$ cat src/rtl/alu593_pkg.sv
// Shared types for the ALU593 parametrised datapath: opcodes, FSM states and opcode helpers.
package alu593_pkg;

  typedef enum logic [3:0] {
    OP_NO_OP    = 4'b0000,
    OP_ADD      = 4'b0001,
    OP_AND      = 4'b0010,
    OP_XOR      = 4'b0011,
    OP_MUL      = 4'b0100,
    OP_SP_FUNC1 = 4'b0101,
    OP_SP_FUNC2 = 4'b0110,
    OP_SP_FUNC3 = 4'b0111,
    OP_LOAD     = 4'b1000,
    OP_STORE    = 4'b1001,
    OP_RSVD1    = 4'b1010,
    OP_RSVD2    = 4'b1011,
    OP_RSVD3    = 4'b1100,
    OP_RSVD4    = 4'b1101,
    OP_RSVD5    = 4'b1110,
    OP_NO_OP1   = 4'b1111
  } operation_t;

  typedef enum logic [1:0] {
    ST_IDLE,
    ST_EXEC,
    ST_MUL,
    ST_ACC
  } state_t;

  function automatic logic is_reserved(input logic [3:0] code);
    return (code >= 4'b1010) && (code <= 4'b1110);
  endfunction

  function automatic logic is_mul_op(input logic [3:0] code);
    return (code == OP_MUL) || (code == OP_SP_FUNC1);
  endfunction

endpackage

$ cat src/rtl/alu593_mul_pipe.sv
// Registered unsigned WIDTH x WIDTH multiplier with a valid shift chain of MUL_LAT-1 stages.
module alu593_mul_pipe #(
  parameter int WIDTH   = 8,
  parameter int MUL_LAT = 3
) (
  input  logic                 clk,
  input  logic                 reset,
  input  logic                 in_valid,
  input  logic [WIDTH-1:0]     a,
  input  logic [WIDTH-1:0]     b,
  output logic                 out_valid,
  output logic [2*WIDTH-1:0]   product
);

  // The FSM spends one edge consuming out_valid, so the pipe is one stage
  // shorter than MUL_LAT; MUL_LAT=1 cannot go below one registered stage.
  localparam int DEPTH = (MUL_LAT > 1) ? MUL_LAT - 1 : 1;

  logic [DEPTH-1:0]   vld;
  logic [2*WIDTH-1:0] prod [DEPTH];

  // NOTE: sequential state uses non-blocking assignments so every stage samples pre-edge values.
  always_ff @(posedge clk or posedge reset) begin
    if (reset) begin
      vld <= '0;
    end else begin
      vld[0] <= in_valid;
      for (int i = 1; i < DEPTH; i++) vld[i] <= vld[i-1];
    end
  end

  // NOTE: product stages are qualified by vld, so the data array needs no reset.
  always_ff @(posedge clk) begin
    prod[0] <= {{WIDTH{1'b0}}, a} * {{WIDTH{1'b0}}, b};
    for (int i = 1; i < DEPTH; i++) prod[i] <= prod[i-1];
  end

  assign out_valid = vld[DEPTH-1];
  assign product   = prod[DEPTH-1];

endmodule

$ cat src/rtl/alu593_param.sv
// ALU593 parametrised top: start/done handshake, EXEC/MUL/ACC FSM, store/load register R.
// Optional build macro ALU593_SAT_ADD_EN makes add and sp_func1 saturate instead of carry/wrap.
module alu593_param
  import alu593_pkg::*;
#(
  parameter int WIDTH   = 8,
  parameter int MUL_LAT = 3
) (
  input  logic                 clk,
  input  logic                 reset,
  input  logic [WIDTH-1:0]     A,
  input  logic [WIDTH-1:0]     B,
  input  logic [3:0]           op,
  input  logic                 start,
  output logic                 busy,
  output logic                 done,
  output logic [2*WIDTH-1:0]   result,
  output logic                 err
);

  localparam int W2 = 2 * WIDTH;

  state_t             state, state_next;
  operation_t         op_q;
  logic [WIDTH-1:0]   a_q, b_q, r_q, r_next;
  logic [W2-1:0]      prod_q, result_next, exec_value, acc_value, mul_product;
  logic               done_next, err_next, prod_ld, accept, mul_valid;

  logic [WIDTH:0]     add_sum;
  logic [WIDTH-1:0]   sub_diff;
  logic [W2:0]        acc_sum;

  // done still high means busy is still high, so a start on that cycle is dropped.
  assign accept = (state == ST_IDLE) && !done && start;
  assign busy   = (state != ST_IDLE) || done;

  alu593_mul_pipe #(.WIDTH(WIDTH), .MUL_LAT(MUL_LAT)) u_mul_pipe (
    .clk       (clk),
    .reset     (reset),
    .in_valid  (accept && is_mul_op(op)),
    .a         (A),
    .b         (B),
    .out_valid (mul_valid),
    .product   (mul_product)
  );

  always_ff @(posedge clk) begin
    if (accept) begin
      a_q  <= A;
      b_q  <= B;
      op_q <= operation_t'(op);
    end
    if (prod_ld) prod_q <= mul_product;
  end

  always_comb begin
    add_sum  = {1'b0, a_q} + {1'b0, b_q};
    sub_diff = a_q - b_q;
    acc_sum  = {1'b0, prod_q} + {{(WIDTH+1){1'b0}}, r_q};
`ifdef ALU593_SAT_ADD_EN
    acc_value = acc_sum[W2] ? {W2{1'b1}} : acc_sum[W2-1:0];
`else
    acc_value = acc_sum[W2-1:0];
`endif
  end

  always_comb begin
    exec_value = result;
    case (op_q)
`ifdef ALU593_SAT_ADD_EN
      OP_ADD:      exec_value = add_sum[WIDTH] ? {{WIDTH{1'b0}}, {WIDTH{1'b1}}}
                                               : {{WIDTH{1'b0}}, add_sum[WIDTH-1:0]};
`else
      OP_ADD:      exec_value = {{(WIDTH-1){1'b0}}, add_sum};
`endif
      OP_AND:      exec_value = {{WIDTH{1'b0}}, a_q & b_q};
      OP_XOR:      exec_value = {{WIDTH{1'b0}}, a_q ^ b_q};
      OP_SP_FUNC2: exec_value = {{WIDTH{sub_diff[WIDTH-1]}}, sub_diff};
      OP_SP_FUNC3: exec_value = {b_q, a_q};
      OP_LOAD:     exec_value = {{WIDTH{1'b0}}, r_q};
      default:     exec_value = result;
    endcase
  end

  // NOTE: every output of this block is defaulted first so no path can infer a latch.
  always_comb begin
    state_next  = state;
    result_next = result;
    done_next   = 1'b0;
    err_next    = 1'b0;
    r_next      = r_q;
    prod_ld     = 1'b0;
    case (state)
      ST_IDLE: begin
        if (accept) state_next = is_mul_op(op) ? ST_MUL : ST_EXEC;
      end
      ST_EXEC: begin
        state_next  = ST_IDLE;
        done_next   = 1'b1;
        err_next    = is_reserved(op_q);
        result_next = exec_value;
        if (op_q == OP_STORE) r_next = a_q;
      end
      ST_MUL: begin
        if (mul_valid) begin
          if (op_q == OP_SP_FUNC1) begin
            state_next = ST_ACC;
            prod_ld    = 1'b1;
          end else begin
            state_next  = ST_IDLE;
            done_next   = 1'b1;
            result_next = mul_product;
          end
        end
      end
      ST_ACC: begin
        state_next  = ST_IDLE;
        done_next   = 1'b1;
        result_next = acc_value;
      end
      default: state_next = ST_IDLE;
    endcase
  end

  always_ff @(posedge clk or posedge reset) begin
    if (reset) begin
      state  <= ST_IDLE;
      result <= '0;
      done   <= 1'b0;
      err    <= 1'b0;
      r_q    <= '0;
    end else begin
      state  <= state_next;
      result <= result_next;
      done   <= done_next;
      err    <= err_next;
      r_q    <= r_next;
    end
  end

endmodule

$ cat config.mk
export PLATFORM = sky130hd
export DESIGN_NAME = alu593_param
export DESIGN_NICKNAME = d
export VERILOG_FILES = /design/src/rtl/alu593_pkg.sv /design/src/rtl/alu593_mul_pipe.sv /design/src/rtl/alu593_param.sv
export SDC_FILE = /design/constraint.sdc
export NUM_CORES = 1
export LEC_CHECK = 0
export ABC_AREA = 1
export BUFFER_PORTS_ARGS = -buffer_cell sky130_fd_sc_hd__buf_2
export CAP_MARGIN = 5
export CELL_PAD_IN_SITES_DETAIL_PLACEMENT = 2
export CELL_PAD_IN_SITES_GLOBAL_PLACEMENT = 2
export CORE_ASPECT_RATIO = 2
export CORE_MARGIN = 10
export CORE_UTILIZATION = 33
export DETAILED_ROUTE_END_ITERATION = 10
export GPL_TIMING_DRIVEN = 0
export PLACE_DENSITY_LB_ADDON = 0.1
export SETUP_SLACK_MARGIN = 0.5
export SLEW_MARGIN = 20
export SYNTH_ARGS = -nofsm -noshare
export SYNTH_HDL_FRONTEND = slang
export SYNTH_HIERARCHICAL = 1
export SYNTH_SLANG_ARGS = --single-unit
$ cat constraint.sdc
create_clock -name clk -period 2.1 [get_ports clk]
set_input_delay 0.42 -clock clk [delete_from_list [all_inputs] [get_ports clk]]
set_output_delay 0.42 -clock clk [all_outputs]
set_load 0.03 [all_outputs]
* After elaboration in Yosys (flattened, before gate mapping)
Memories as Yosys holds them, arrays and structs flattened.
Cells that the tools add are included.
** Operators by class
- $add $sub $neg :: 3
- Multiply operators :: 1
- Divide/modulo/power cells :: 0
- Magnitude comparators :: 2
- Equality and inequality tests :: 17
- Shift operators :: 0
- Mux-type cells :: 16
- Bitwise operators :: 2
- Reduce and logical (&&, ||, !) cells :: 14
** Operators with widths (number)
- $pmux 16 s6 :: 1
- $pmux 16 s3 :: 1
- $mux 16 :: 2
- $eq 4x3->1 const B :: 5
- $add 16x8->16 :: 1
- $mul 8x8->16 :: 1
- $add 8x8->9 :: 1
- $and 8x8->8 :: 1
- $eq 4x2->1 const B :: 2
- $eq 4x4->1 const B :: 2
- $mux 2 :: 4
- $sub 8x8->8 :: 1
- $xor 8x8->8 :: 1
- $ne 7x1->1 const B :: 1
- $mux 1 :: 6
- $pmux 2 s3 :: 1
- $eq 2x2->1 const B :: 2
- $eq 4x1->1 const B :: 1
- $ge 4x4->1 const B :: 1
- $le 4x4->1 const B :: 1
- $logic_and 1x1->1 :: 4
- $ne 2x2->1 const B :: 2
- $reduce_and 2->1 :: 2
- $reduce_and 4->1 :: 1
- other kinds (9) :: 10
** Storage, ports and cells
- Register bits after elaboration :: 66
- Latch bits :: 0
- Bits in writable memories :: 32
- Memory bits (read-only) :: 0
- Output and inout port bits :: 19
- Logic and storage cells :: 66
- Memories kept :: 1
** Memories
- u_mul_pipe.prod :: words 2, bits a word 16, read ports 2, clocked after Yosys merged registers in 0, write ports 2, RTL line alu593_mul_pipe.sv:20 : logic [2*WIDTH-1:0] prod [DEPTH];

* Logic depth before layout (Yosys ltp)
- Depth in word-level cells :: 5
- Depth in mapped cells :: 20
- Gate-level depth less buffers :: 19

* Modules after synthesis
Netlist, hierarchy kept.
** Modules (own cells, without submodules)
- alu593_param :: times used 1, cells an instance 588, area an instance 4399.2 µm², sequential area each 1781.7 µm²
- alu593_mul_pipe :: times used 1, cells an instance 426, area an instance 3208.1 µm², sequential area each 690.7 µm²

* Least setup slack after synthesis
OpenSTA, ideal clock, no wires.
- Path type :: input to register
- Start point :: input B[7]
- End point :: memory u_mul_pipe/prod[0][13] (netlist bit)
- Arrival time :: 3754 ps
- Data required time :: 1987 ps
- Path slack :: -1767 ps
- Stages :: 18
- Cells stage by stage :: clkbuf_1 > nand2_1 > fa_1 > fa_1 > inv_1 > fa_1 > inv_1 > fa_1 > inv_1 > ha_1 > nand2_1 > inv_2 > nand2_1 > nand2_1 > nand2_1 > nand3_1 > nand2_1 > nand2_1
** RTL lines
- start, declared :: RTL line alu593_param.sv:12 : input logic [WIDTH-1:0] B,
- end, declared :: RTL line alu593_mul_pipe.sv:20

==> results.sh <==
export IMPL_tightest_slew_ps=752.3
export IMPL_mostFrequentLayoutCells="sky130_fd_sc_hd__nand2_1 (227), sky130_fd_sc_hd__inv_1 (168), sky130_fd_sc_hd__buf_4 (67)"
export IMPL_gpl_final_weighted_congestion=0.8479
export IMPL_grt_pass1_vias=8060
export IMPL_violations="setup timing"
export IMPL_grt_antenna_before_repair=0
export IMPL_outcome="finished with violations"
export IMPL_power_leakage_nw=5.346
export IMPL_slew_headroom=0.4985
export IMPL_fin_worst_hold_slack_ps=241.0
export IMPL_initial_utilization=0.3345
export IMPL_final_cell_area_mm2=0.01042
export IMPL_synth_warnings=6
export IMPL_setup_total_negative_slack_ps=-15350
export IMPL_tritoncts="done"
export IMPL_detail_route_first_pass_iterations=4
export IMPL_initialDrtViolationCount=242
export IMPL_ys_seq_elements=98
export IMPL_synth_net_count=1136
export IMPL_cts_root_buf="sky130_fd_sc_hd__clkbuf_16"
export IMPL_dieWidth_um=127.4
export IMPL_post_drt_via_cell_ratio=4.891
export IMPL_post_layout_nonfiller_instances=1419
export IMPL_report_final_setup_viol=22
export IMPL_post_synth_instance_area_mm2=0.007607
export IMPL_drv_slew=0
export IMPL_cts_buffers_inserted=9
export IMPL_drt_drc_violations_left=0
export IMPL_clock_path_buffers=2
export IMPL_routed_wire_length_per_instance_um=21.54
export IMPL_grt_usage=0.2015
export IMPL_cts_htree_levels=3
export IMPL_core_rowCount=78
export IMPL_area_growth_pct=36.99
export IMPL_p_per_area_mw_per_mm2=1285
export IMPL_insertion_delay_ps=370
export IMPL_fin_worst_skew_ps=10.04
export IMPL_cts_sinks=98
export IMPL_critPathArrivalTime_ps=3840
export IMPL_finalCriticalPeriod_ps=3589
export IMPL_n_antenna_cell=0
export IMPL_grt_overflow=0
export IMPL_drive_gt1_frac=0.3705
export IMPL_io_buffers=41
export IMPL_dpl_hpwl_um=22850
export IMPL_synth_edff_count=36
export IMPL_syn_avg_cell_area_um2=7.502
export IMPL_fin_util=0.4583
export IMPL_path_max_fanout=7
export IMPL_core_area_mm2=0.02274
export IMPL_sequential_share_of_the_synthesized_area=0.3250
export IMPL_path_delay_family="adder cells"
export IMPL_crit_path_top_delay_cell="sky130_fd_sc_hd__fa_1"
export IMPL_dp_cells=1335
export IMPL_gate_count_of_the_mapped_netlist=1014
export IMPL_critical_path_end_type="flip-flop"
export IMPL_ir_drop_mv=0.6935
export IMPL_route_final_wire_length_um=30570
export IMPL_layout_nets=1256
export IMPL_hp_class="in2reg"
export IMPL_required_ps=2350
export IMPL_path_buf_inv=8
export IMPL_max_freq_mhz=278.6
export IMPL_portion_of_the_clock_cycle_consumed_by_the_worst_path_in_the_final_layout=1.709
export IMPL_post_place_ws_ps=-2094
export IMPL_rsz0062_at_grt="true"
export IMPL_layout_cells_most_common="sky130_fd_sc_hd__nand2_1"
export IMPL_dpl_cell_area_mm2=0.008487
export IMPL_grt_max_degree=29
export IMPL_chipHeight_um=234.7
export IMPL_postLayoutSetupSlackWorst_ps=-1489
export IMPL_boundaryPins=42
export IMPL_yosys_cell_types_count=47
export IMPL_timing_worst_setup_path_type="in2reg"
export IMPL_worstSetupStartpointType="primary input"
export IMPL_asyncSetResetFlopFracSynth=0.3061
export IMPL_maxCapViolations=0
export IMPL_detailroute_via_count=6940
export IMPL_postSynth_topFlopCell="sky130_fd_sc_hd__edfxtp_1"
export IMPL_first_pass_grt_wire_length_um=45710
export IMPL_die_area_mm2=0.02989
export IMPL_critical_path_max_stage_delay_ps=540
export IMPL_final_antenna_net_count=0
export IMPL_power_mw=13.39
export IMPL_critical_path_cell_chain="buf_8 -> clkbuf_16 -> nand2_4 -> inv_2 -> fa_1 -> inv_2 -> fa_1 -> inv_2 -> fa_1 -> inv_1 -> fa_1 -> inv_2 -> ha_4 -> nand2_4 -> inv_4 -> nand2_1 -> nand2_1 -> nand2_1 -> nand4_1 -> nand2_1"
export IMPL_final_hold_viol_count=0
export IMPL_clock_pin_transition_on_the_worst_setup_and_hold_timing_paths_ps=70
[path summary, 6_finish.rpt]
path,endpoint,start,slack [ps],cells past startpoint
setup reg to reg,result[14],b_q[1],-90,15
max in group asynchronous,r_q[2],reset,860,3
min in group asynchronous,u_mul_pipe/vld[1],reset,500,3
hold / removal,b_q[2],B[2],240,1
setup / recovery,u_mul_pipe/prod[0][12],A[3],-1490,20
hold reg to reg,u_mul_pipe/prod[0][27],u_mul_pipe/prod[0][11],330,0
[power by group]
group	leakage (nW)	internal [mW]	total (mW)	switching, mW
Clock	0.151	0.897	1.69	0.793
Sequential	0.972	2.68	3.12	0.436
Combinational	4.22	3.36	8.59	5.23
Total	5.35	6.94	13.4	6.46
[registers in the layout, summed over array words and instances (netlist names)]
name	cells
op_q	4
u_mul_pipe/vld	2
prod_q	16
r_q	8
done	1
u_mul_pipe/prod	32
a_q	8
state	2
b_q	8
err	1
result	16
[cells in the mapped netlist, types with 2 or more instances]
library cell / instances / share of area
sky130_fd_sc_hd__o21ai_0: 22 / 0.014
sky130_fd_sc_hd__or2_1: 6 / 0.0049
sky130_fd_sc_hd__nand2_2: 5 / 0.0041
sky130_fd_sc_hd__and2_1: 2 / 0.0016
sky130_fd_sc_hd__inv_4: 3 / 0.0025
sky130_fd_sc_hd__ha_1: 60 / 0.099
sky130_fd_sc_hd__buf_2: 4 / 0.0026
sky130_fd_sc_hd__nand3_2: 4 / 0.0053
sky130_fd_sc_hd__o22ai_1: 3 / 0.0025
sky130_fd_sc_hd__nand3b_1: 5 / 0.0049
sky130_fd_sc_hd__edfxtp_1: 36 / 0.14
sky130_fd_sc_hd__or2_2: 3 / 0.0025
sky130_fd_sc_hd__fa_1: 39 / 0.10
sky130_fd_sc_hd__nor2_1: 59 / 0.029
sky130_fd_sc_hd__nor3_1: 8 / 0.0053
sky130_fd_sc_hd__buf_6: 2 / 0.0030
sky130_fd_sc_hd__nand2_4: 2 / 0.0030
sky130_fd_sc_hd__buf_4: 17 / 0.017
sky130_fd_sc_hd__a21oi_1: 30 / 0.020
sky130_fd_sc_hd__a31oi_1: 4 / 0.0033
sky130_fd_sc_hd__dfrtp_1: 30 / 0.099
sky130_fd_sc_hd__nand2_1: 310 / 0.15
sky130_fd_sc_hd__nand3_1: 57 / 0.037
sky130_fd_sc_hd__nor2_2: 4 / 0.0033
sky130_fd_sc_hd__clkbuf_1: 18 / 0.0089
sky130_fd_sc_hd__inv_1: 202 / 0.10
sky130_fd_sc_hd__inv_2: 7 / 0.0035
sky130_fd_sc_hd__nand4_1: 12 / 0.0099
sky130_fd_sc_hd__a21oi_2: 5 / 0.0058
sky130_fd_sc_hd__dfxtp_1: 32 / 0.084
sky130_fd_sc_hd__xor2_1: 6 / 0.0069
sky130_fd_sc_hd__xnor2_1: 2 / 0.0023
[per-layer routing]
metal / share of wire / global-route usage / vias to the layer above / wire length (µm)
met4: 0.046 / 0.09824 / 0 / 1416
met2: 0.64 / 0.4349 / 88 / 19530
li1: - / - / 3329 / -
met3: 0.014 / 0.02118 / 47 / 426
met5: 0 / 0 / - / 0
met1: 0.30 / 0.1627 / 3476 / 9201
[cell type report]
| cell class | count | area [µm²] |
|---|---|---|
| well taps | 280 | 350.3 |
| inverters | 213 | 838.3 |
| plain buffers | 41 | 449.2 |
| clock buffers | 10 | 250.2 |
| clock inverters | 6 | 51.30 |
| repair inverters | 1 | 6.256 |
| fillers | 2544 | 12320 |
| repair buffers | 106 | 855.8 |
| multi-input cells | 664 | 5144 |
| flip-flops and latches | 98 | 2476 |
[timing repair]
action                                  CTS  global route
endpoints found under the hold margin     2             0
resized for setup                       188           105
pin swaps                                60            61
cloned                                    4             0
hold buffers                              1             0
endpoints found under the setup margin   77            64
buffers inserted                         53            10
[cell families after synthesis]
family          share of synthesized area
mux                              0.001480
buf+inv                            0.1373
fa+ha+maj                          0.2013
xor+xnor                         0.009211
simple gates                       0.2706
compound gates                    0.05510
flops                              0.3250
Note: power is estimated with default switching activity, not from simulation.
